### config.mk
export PLATFORM = sky130hd
export DESIGN_NAME = piso_tx
export DESIGN_NICKNAME = d
export VERILOG_FILES = /design/src/rtl/piso_tx_pkg.sv /design/src/rtl/piso_tx_bit_counter.sv /design/src/rtl/piso_tx.sv
export SDC_FILE = /design/constraint.sdc
export NUM_CORES = 1
export LEC_CHECK = 0
export BUFFER_PORTS_ARGS = -buffer_cell sky130_fd_sc_hd__buf_2
export CAP_MARGIN = 30
export CORE_UTILIZATION = 45
export DETAILED_ROUTE_END_ITERATION = 12
export PLACE_DENSITY = 0.74
export SLEW_MARGIN = 40
export SYNTH_ARGS = -nofsm -noshare
export SYNTH_HDL_FRONTEND = slang
export SYNTH_SLANG_ARGS = --single-unit
### constraint.sdc
create_clock -name CLK -period 3.1 [get_ports CLK]
set_input_delay 0.775 -clock CLK [delete_from_list [all_inputs] [get_ports CLK]]
set_output_delay 0.775 -clock CLK [all_outputs]
set_load 0.05 [all_outputs]
### src/rtl/piso_tx_pkg.sv
// Shared types and helpers for the piso_tx transmitter.
// Holds the FSM state encoding and the bit-counter width rule.
package piso_tx_pkg;

  typedef enum logic {
    IDLE  = 1'b0,
    SHIFT = 1'b1
  } state_e;

  function automatic int cnt_w(input int width);
    return (width < 2) ? 1 : $clog2(width);
  endfunction

endpackage

### src/rtl/piso_tx_bit_counter.sv
// Mod-WIDTH up-counter with clear and enable.
// Reports the current count and a terminal flag at WIDTH-1.
module piso_tx_bit_counter
  import piso_tx_pkg::*;
#(
  parameter  int WIDTH = 7,
  localparam int CW    = cnt_w(WIDTH)
) (
  input  logic          clk,
  input  logic          rst,
  input  logic          clr,
  input  logic          en,
  output logic [CW-1:0] count,
  output logic          terminal
);

  localparam logic [CW-1:0] LAST = CW'(WIDTH - 1);

  logic [CW-1:0] cnt_q;
  logic [CW-1:0] cnt_d;

  // next count: clear wins, then advance, reloading at the last bit
  always_comb begin
    cnt_d = cnt_q;
    if (clr) begin
      cnt_d = '0;
    end else if (en) begin
      cnt_d = (cnt_q == LAST) ? '0 : cnt_q + CW'(1);
    end
  end

  // count register
  always_ff @(posedge clk or posedge rst) begin
    if (rst) begin
      cnt_q <= '0;
    end else begin
      cnt_q <= cnt_d;
    end
  end

  assign count    = cnt_q;
  assign terminal = (cnt_q == LAST);

endmodule

### src/rtl/piso_tx.sv
// Parallel-in serial-out transmitter with valid/ready load
// and per-bit frame strobes; back-to-back frames have no gap.
module piso_tx
  import piso_tx_pkg::*;
#(
  parameter int WIDTH      = 7,
  parameter bit LSB_FIRST  = 1'b1,
  parameter bit IDLE_LEVEL = 1'b0
) (
  input  logic             CLK,
  input  logic             RESET,
  input  logic [WIDTH-1:0] DATA,
  input  logic             LOAD_VALID,
  output logic             LOAD_READY,
  output logic             O,
  output logic             O_VALID,
  output logic             O_LAST,
  output logic             BUSY
);

  localparam int CW = cnt_w(WIDTH);
  localparam logic [CW-1:0] PRE_LAST = CW'(WIDTH - 2);

  state_e           state_q;
  state_e           state_d;
  logic [WIDTH-1:0] shreg_q;
  logic [WIDTH-1:0] shreg_d;
  logic             o_q;
  logic             o_d;
  logic             o_valid_q;
  logic             o_valid_d;
  logic             o_last_q;
  logic             o_last_d;

  logic [CW-1:0]    cnt;
  logic             cnt_term;
  logic             in_shift;
  logic             frame_end;
  logic             accept;
  logic             cnt_clr;

  assign in_shift   = (state_q == SHIFT);
  assign frame_end  = in_shift & cnt_term;
  assign LOAD_READY = ~in_shift | cnt_term;
  assign accept     = LOAD_VALID & LOAD_READY;
  assign cnt_clr    = accept | frame_end;

  piso_tx_bit_counter #(
    .WIDTH(WIDTH)
  ) u_bit_counter (
    .clk     (CLK),
    .rst     (RESET),
    .clr     (cnt_clr),
    .en      (in_shift),
    .count   (cnt),
    .terminal(cnt_term)
  );

  // state register
  always_ff @(posedge CLK or posedge RESET) begin
    if (RESET) begin
      state_q <= IDLE;
    end else begin
      state_q <= state_d;
    end
  end

  // next state: a load starts or chains a frame, else drop to idle
  always_comb begin
    state_d = state_q;
    unique case (state_q)
      IDLE:  if (accept) state_d = SHIFT;
      SHIFT: if (frame_end && !accept) state_d = IDLE;
      default: state_d = IDLE;
    endcase
  end

  // outputs: first bit leaves with the load, later bits shift out
  always_comb begin
    shreg_d   = shreg_q;
    o_d       = o_q;
    o_valid_d = o_valid_q;
    o_last_d  = o_last_q;
    if (accept) begin
      o_d       = LSB_FIRST ? DATA[0] : DATA[WIDTH-1];
      shreg_d   = LSB_FIRST ? (DATA >> 1) : (DATA << 1);
      o_valid_d = 1'b1;
      o_last_d  = 1'b0;
    end else if (frame_end) begin
      o_d       = IDLE_LEVEL;
      shreg_d   = '0;
      o_valid_d = 1'b0;
      o_last_d  = 1'b0;
    end else if (in_shift) begin
      o_d       = LSB_FIRST ? shreg_q[0] : shreg_q[WIDTH-1];
      shreg_d   = LSB_FIRST ? (shreg_q >> 1) : (shreg_q << 1);
      o_last_d  = (cnt == PRE_LAST);
    end
  end

  // output and shift register flops
  always_ff @(posedge CLK or posedge RESET) begin
    if (RESET) begin
      shreg_q   <= '0;
      o_q       <= IDLE_LEVEL;
      o_valid_q <= 1'b0;
      o_last_q  <= 1'b0;
    end else begin
      shreg_q   <= shreg_d;
      o_q       <= o_d;
      o_valid_q <= o_valid_d;
      o_last_q  <= o_last_d;
    end
  end

  assign O       = o_q;
  assign O_VALID = o_valid_q;
  assign O_LAST  = o_last_q;
  assign BUSY    = o_valid_q;

endmodule

==> metrics, run 1 <==
global route overflow 0; FF-to-FF path depth 3; Max-slew headroom 0.614; die width approximately 39 µm; clock network fraction of design power 0.150; CTS tree done; post-synthesis sequential area ratio 0.530; routed len/inst approximately 13 µm; most frequent cells after synthesis dfrtp_1 (13), a221o_1 (6), and2_1 (6), nand2_1 (5); Fmax achieved between 0.4 and 0.5 GHz; ANT nets after route 0; switching power 0.279 mW; Filler cells between 90 and 100; Reg power frac 0.427; Power, Total 0.669 mW; Critical Path End LOAD_READY; Register Area roughly 330 µm²; Setup Fix Bufs, Post-CTS 0; Leak 0.370 nW; P&R area growth vs syn 14.9%; hold slack a little over 500 ps; Synth Instances 53; initial DRC count 16; Final Hold Fails 0; dpl hpwl about 800 µm; maximum VDD drop roughly 0.00051 V; first-pass GRT wire length roughly 1900 µm; CTS buffer count 3; status finished clean; Placement Rows 12; Root Driver clkbuf_4; pin count of the biggest net entering global routing 14; crit path DAT approximately 1400 ps; DR vias 440; average size of a mapped cell 11.6 µm²; DR DRC count 0; post-synthesis register bit count 13; Sw Share 0.416; fin nets just under 80; Logic pwr share 0.423; Critical Path Start u_bit_counter.count[0]; PwrDens between 900 and 1000 nW/µm²; Syn. warnings 0; slowest library cell on the worst path dfrtp_1; core footprint approximately 1200 µm²; cell family with the largest share of critical-path delay flip-flops; layout cells sized above 1 0.338; routability cong. about 0.7; Worst-path clk slew 80 ps; Hold Crit Class in -> async; H-tree depth 1; Area contributors post-synth dfrtp_1 (53%), a221o_1 (9.8%), and2_1 (6.1%); Place WS between 1000 and 1500 ps; Int Power just under 0.4 mW; buffers and inverters on the worst path 2; crit start category flip-flop; area share of the largest cell type after synthesis 0.530; Clk Latency, worst-skew pair 270 ps; Setup Viol. Count Final 0; Final period util 0.708; Initial Utilization 0.518; WP data required 2320 ps; most frequent cell after synthesis dfrtp_1; commonest register cell after synthesis dfrtp_1; DR vias/cell 5.37; worst setup margin slightly above 900 ps; Final Critical Period between 2000 and 2500 ps; worst-margin pin slew ~580 ps; Critical Path Fanout Max 8; # port buffers 14; RSZ-0062 raised after global routing false; design area between 700 and 800 µm²; die height around 39 µm; critical-path cell list nand3b_4, and2_4, inv_1, buf_2; Overall Global Routing Usage 0.192; Worst R2R End shreg_q[4]; Yosys top cell by area dfrtp_1; TNS Setup 0 ps; initial antenna violation count 0; CTS Hold Bufs 0; Placed Area slightly below 700 µm²; Distinct cells, synth 22; cell count along the critical path 4; Post-Synthesis Cell Area 614 µm²; area of the multi-input gates about 260 µm²; R2R setup slack 1660 ps; number of antenna cells inserted 0; CTS max path bufs 2; Mapped Nets 63; Worst R2R Start u_bit_counter.count[0]; CP Class reg -> out; clock skew ~6.7 ps; clk sink count 13; # resized after CTS 0; DRT Pass-1 Iters 4; number of enable flip-flop cells after synthesis 0; Synth async-reset ratio 1.00; final-report max-slew violation count 0; vias in the first global route ~420; max-cap violations 0; die area about 1500 µm²; total length of routed wires between 1000 and 1500 µm; io pins 15; Critical Path Max Stage Delay 440 ps; CP Capture Type output port
-- cell usage in the layout (no fill, tap or decap) --
master and n:
o21ai_0 3, a221o_1 6, nor2_1 1, nand3b_4 1, nor3b_1 1, a31o_2 1, o22a_2 1, or2b_1 1
clkbuf_1 1, buf_2 14, and2b_2 1, a21boi_1 1, a22o_2 1, and2_1 6, inv_1 3, nand2_1 5
o32ai_1 1, mux2i_1 1, and2_4 1, clkbuf_4 3, nand2b_1 2, dfrtp_1 13
-- power by group through the flow --
stage | clock network [mW] | registers [mW] | logic (mW)
2_1_floorplan | 0 | 0.327 | 0.200
3_3_place_gp | 0 | 0.287 | 0.280
3_5_place_dp | 0 | 0.290 | 0.284
4_1_cts | 0.103 | 0.286 | 0.285
5_1_grt | 0.114 | 0.296 | 0.308
6_report | 0.101 | 0.286 | 0.283
-- logic make-up after synthesis --
| logic type | Yosys count | share of synthesized area |
|---|---|---|
| simple gates | 19 | 0.204 |
| compound gates | 14 | 0.196 |
| flops | 13 | 0.530 |
| buf+inv | 6 | 0.0550 |
| mux | 1 | 0.0163 |
-- cell type report --
type	instances	area share
timing repair buffer	14	0.0993
tap	14	0.0248
inverter	3	0.0160
sequential	13	0.461
multi-input combinational	34	0.362
clock buffer	4	0.0372
-- layer usage --
metal,GRT usage,routed length (µm)
met1,0.228,509
met2,0.300,496
met3,0.0867,73
met4,0.0776,8
met5,0,0
-- worst min-delay path by stage --
stage / startpoint / to / slack, ps
after floorplan: shreg_q[1] / shreg_q[0] / 470
after global placement: shreg_q[2] / shreg_q[1] / 490
after detailed placement: shreg_q[4] / shreg_q[3] / 490
after CTS: shreg_q[2] / shreg_q[1] / 500
after global routing: shreg_q[2] / shreg_q[1] / 500
final: RESET / shreg_q[1] / 510
-- flip-flops by register name, summed over array words and instances, names as in the netlist --
signal,flops
shreg_q,6
u_bit_counter.count,3
BUSY,1
O,1
O_LAST,1
in_shift,1
-- through the flow --
step / utilization / cells
2_1_floorplan: - / 53
3_3_place_gp: 0.573 / 78
3_5_place_dp: 0.573 / 78
4_1_cts: 0.595 / 82
5_1_grt: 0.595 / 82
6_report: 0.595 / 82
No activity file was read; power rests on OpenSTA's default activity.
==> run 2, diff against run 1 <==
--- a/config.mk
+++ b/config.mk
@@ -5,11 +5,12 @@
 export SDC_FILE = /design/constraint.sdc
 export NUM_CORES = 1
 export LEC_CHECK = 0
+export ABC_AREA = 1
 export BUFFER_PORTS_ARGS = -buffer_cell sky130_fd_sc_hd__buf_2
 export CAP_MARGIN = 30
 export CORE_UTILIZATION = 45
 export DETAILED_ROUTE_END_ITERATION = 12
-export PLACE_DENSITY = 0.74
+export PLACE_DENSITY = 0.73
 export SLEW_MARGIN = 40
 export SYNTH_ARGS = -nofsm -noshare
 export SYNTH_HDL_FRONTEND = slang
==> constraint.sdc (replaced) <==
create_clock -name CLK -period 2.1 [get_ports CLK]
set_input_delay 0.525 -clock CLK [delete_from_list [all_inputs] [get_ports CLK]]
set_output_delay 0.525 -clock CLK [all_outputs]
set_load 0.05 [all_outputs]
==> run 2 against run 1 <==
Utilization decreased by 3.2 points. Non-clock buffer count stayed put. Critical path depth did not move. First-iteration DRC count shrank 50%. Final area increased by 7.6%. Largest cell class unchanged.
==> metrics, run 2 <==
status finished clean; initial DRC count 8; Worst-path clk slew ~70 ps; most frequent cells in the layout nand2_1 (20), buf_2 (14), dfrtp_1 (13); worst setup margin between 300 and 400 ps; Place WS approximately 620 ps; Post-Place Cells around 110; ANT nets after route 0; Reg power frac 0.363; Top reg by flops shreg_q; CTS buffer count 3; RSZ-0062 raised after global routing false; routed wl met2 531 µm; die height just over 40 µm; Area contributors post-synth dfrtp_1 (48%), nand2_1 (11%), a21oi_2 (6.5%); Post-Synthesis Cell Area between 600 and 700 µm²; max reg flops 6; Critical Path Fanout Max 4; non-filler cells, final 109; layout cells sized above 1 0.340; switching power around 0.56 mW; Distinct cells, synth 17; Hold Crit Class in -> async; area share of the largest cell type after synthesis 0.482; Int Power roughly 0.61 mW; highest routed layer met4; Sw Share 0.476; most common cell after layout, fill and taps aside nand2_1; # resized after CTS 0; Overall Global Routing Usage 0.195; Fmax achieved roughly 0.57 GHz; TNS Setup 0 ps; vias in the first global route roughly 500; clock network fraction of design power 0.123; maximum VDD drop roughly 0.00099 V; DR vias 535; Logic pwr share 0.513; critical-path cell list inv_1, nand3_1, nand2_1, buf_2; Yosys top cell by area dfrtp_1; crit path DAT between 1000 and 1500 ps; Synth async-reset ratio 1.00; # port buffers 14; Mapped Nets 89; crit start category flip-flop; global route overflow 0; CTS tree done; DR DRC count 0; met3 WL post-DR 66 µm; io pins 15; design area 759 µm²; P&R area growth vs syn 12.6%; clk sink count 13; Setup Fix Bufs, Post-CTS 0; most frequent cell after synthesis nand2_1; Final Critical Period about 1800 ps; Synth Instances a little under 80; Syn. warnings 0; H-tree depth 1; DRT Pass-1 Iters 4; commonest register cell after synthesis dfrtp_1; core footprint between 1000 and 1500 µm²; worst-margin pin slew between 400 and 500 ps; die width a little over 40 µm; post-synthesis sequential area ratio 0.482; post-synthesis register bit count 13; Setup Viol. Count Final 0; FF-to-FF path depth 4; number of antenna cells inserted 0; met1 WL 645 µm; PwrDens around 1500 nW/µm²; number of enable flip-flop cells after synthesis 0; Final Hold Fails 0; WP data required 1570 ps; fin nets 105; CP Capture Type output port; Initial Utilization 0.500; routability cong. around 0.8; CTS Hold Bufs 0; total length of routed wires approximately 1300 µm; max-cap violations 0; pin count of the biggest net entering global routing 14; Placed Area ~730 µm²; Clk Latency, worst-skew pair between 200 and 300 ps; final-report max-slew violation count 0; dpl hpwl around 960 µm; routed len/inst 11.6 µm; Placement Rows 13; most frequent cells after synthesis nand2_1 (20), dfrtp_1 (13), nor2_1 (8), inv_1 (7), nand4_1 (6); die area ~1700 µm²; DR vias/cell around 4.9; slowest library cell on the worst path dfrtp_1; average size of a mapped cell approximately 8.5 µm²; Max-slew headroom 0.677; Final period util 0.838; clock skew approximately 0.7 ps; Critical Path Max Stage Delay approximately 400 ps; CTS max path bufs 2; Leak 0.424 nW; first-pass GRT wire length ~2000 µm; Root Driver clkbuf_4; CP Class reg -> out; initial antenna violation count 0
## run 2: cell types whose count changed after synthesis, sizes merged, moves of 5 or more
cell	delta
inv	+5
and2	-7
a221o	-6
or2	+5
nand4	+6
nand2	+17
a21oi	+6
nor2	+7
nand3	+5
## run 2: per-layer routing
| metal | track usage | vias to the layer above |
|---|---|---|
| met5 | 0 | - |
| met4 | 0.0750 | 0 |
| met3 | 0.0978 | 2 |
| met2 | 0.302 | 12 |
| met1 | 0.229 | 235 |
| li1 | - | 286 |
## run 2: logic make-up after synthesis
logic type,Yosys count,synth area share
AOI/OAI and AO/OA,8,0.0909
buffers and inverters,11,0.0891
and+or+nand+nor,47,0.338
DFF,13,0.482
## run 2: per-stage QoR
step	power (mW)	hold slack, ps	util
finish	1.17	263	0.563
global route	1.27	301	0.563
CTS	1.18	266	0.563
detailed placement	1.03	466	0.543
global placement	1.02	460	0.543
floorplan	0.924	402	-
## run 2: path summary, 6_finish.rpt
kind	start	endpoint	slack, ps
worst max-delay path	u_bit_counter.count[0]	LOAD_READY	340
worst min-delay path	RESET	O	260
worst max register to register	in_shift	u_bit_counter.count[1]	890
worst min register to register	O_LAST	O_LAST	480
max in group asynchronous	RESET	BUSY	1510
min in group CLK	O_LAST	O_LAST	480
## run 2: power groups by stage
stage          Combinational [mW]  Sequential [mW]  Clock (mW)
2_1_floorplan               0.427            0.497           0
3_3_place_gp                0.594            0.427           0
3_5_place_dp                0.602            0.429           0
4_1_cts                     0.604            0.425       0.154
5_1_grt                     0.664            0.437       0.164
6_report                    0.600            0.425       0.144
## run 2: critical path: cells and delay by family, from the launching register on
| kind | cells | cell delay, ps |
|---|---|---|
| flip-flops | 1 | 410 |
| buffers and inverters | 2 | 370 |
| AND/OR/NAND/NOR | 2 | 180 |
## run 2: layout make-up
| class | count | area [µm²] |
|---|---|---|
| multi-input combinational | 55 | 289 |
| timing repair buffer | 14 | 70.1 |
| inverter | 8 | 30.0 |
| fill | 123 | 591 |
| sequential | 13 | 325 |
| tap | 15 | 18.8 |
| clock buffer | 4 | 26.3 |
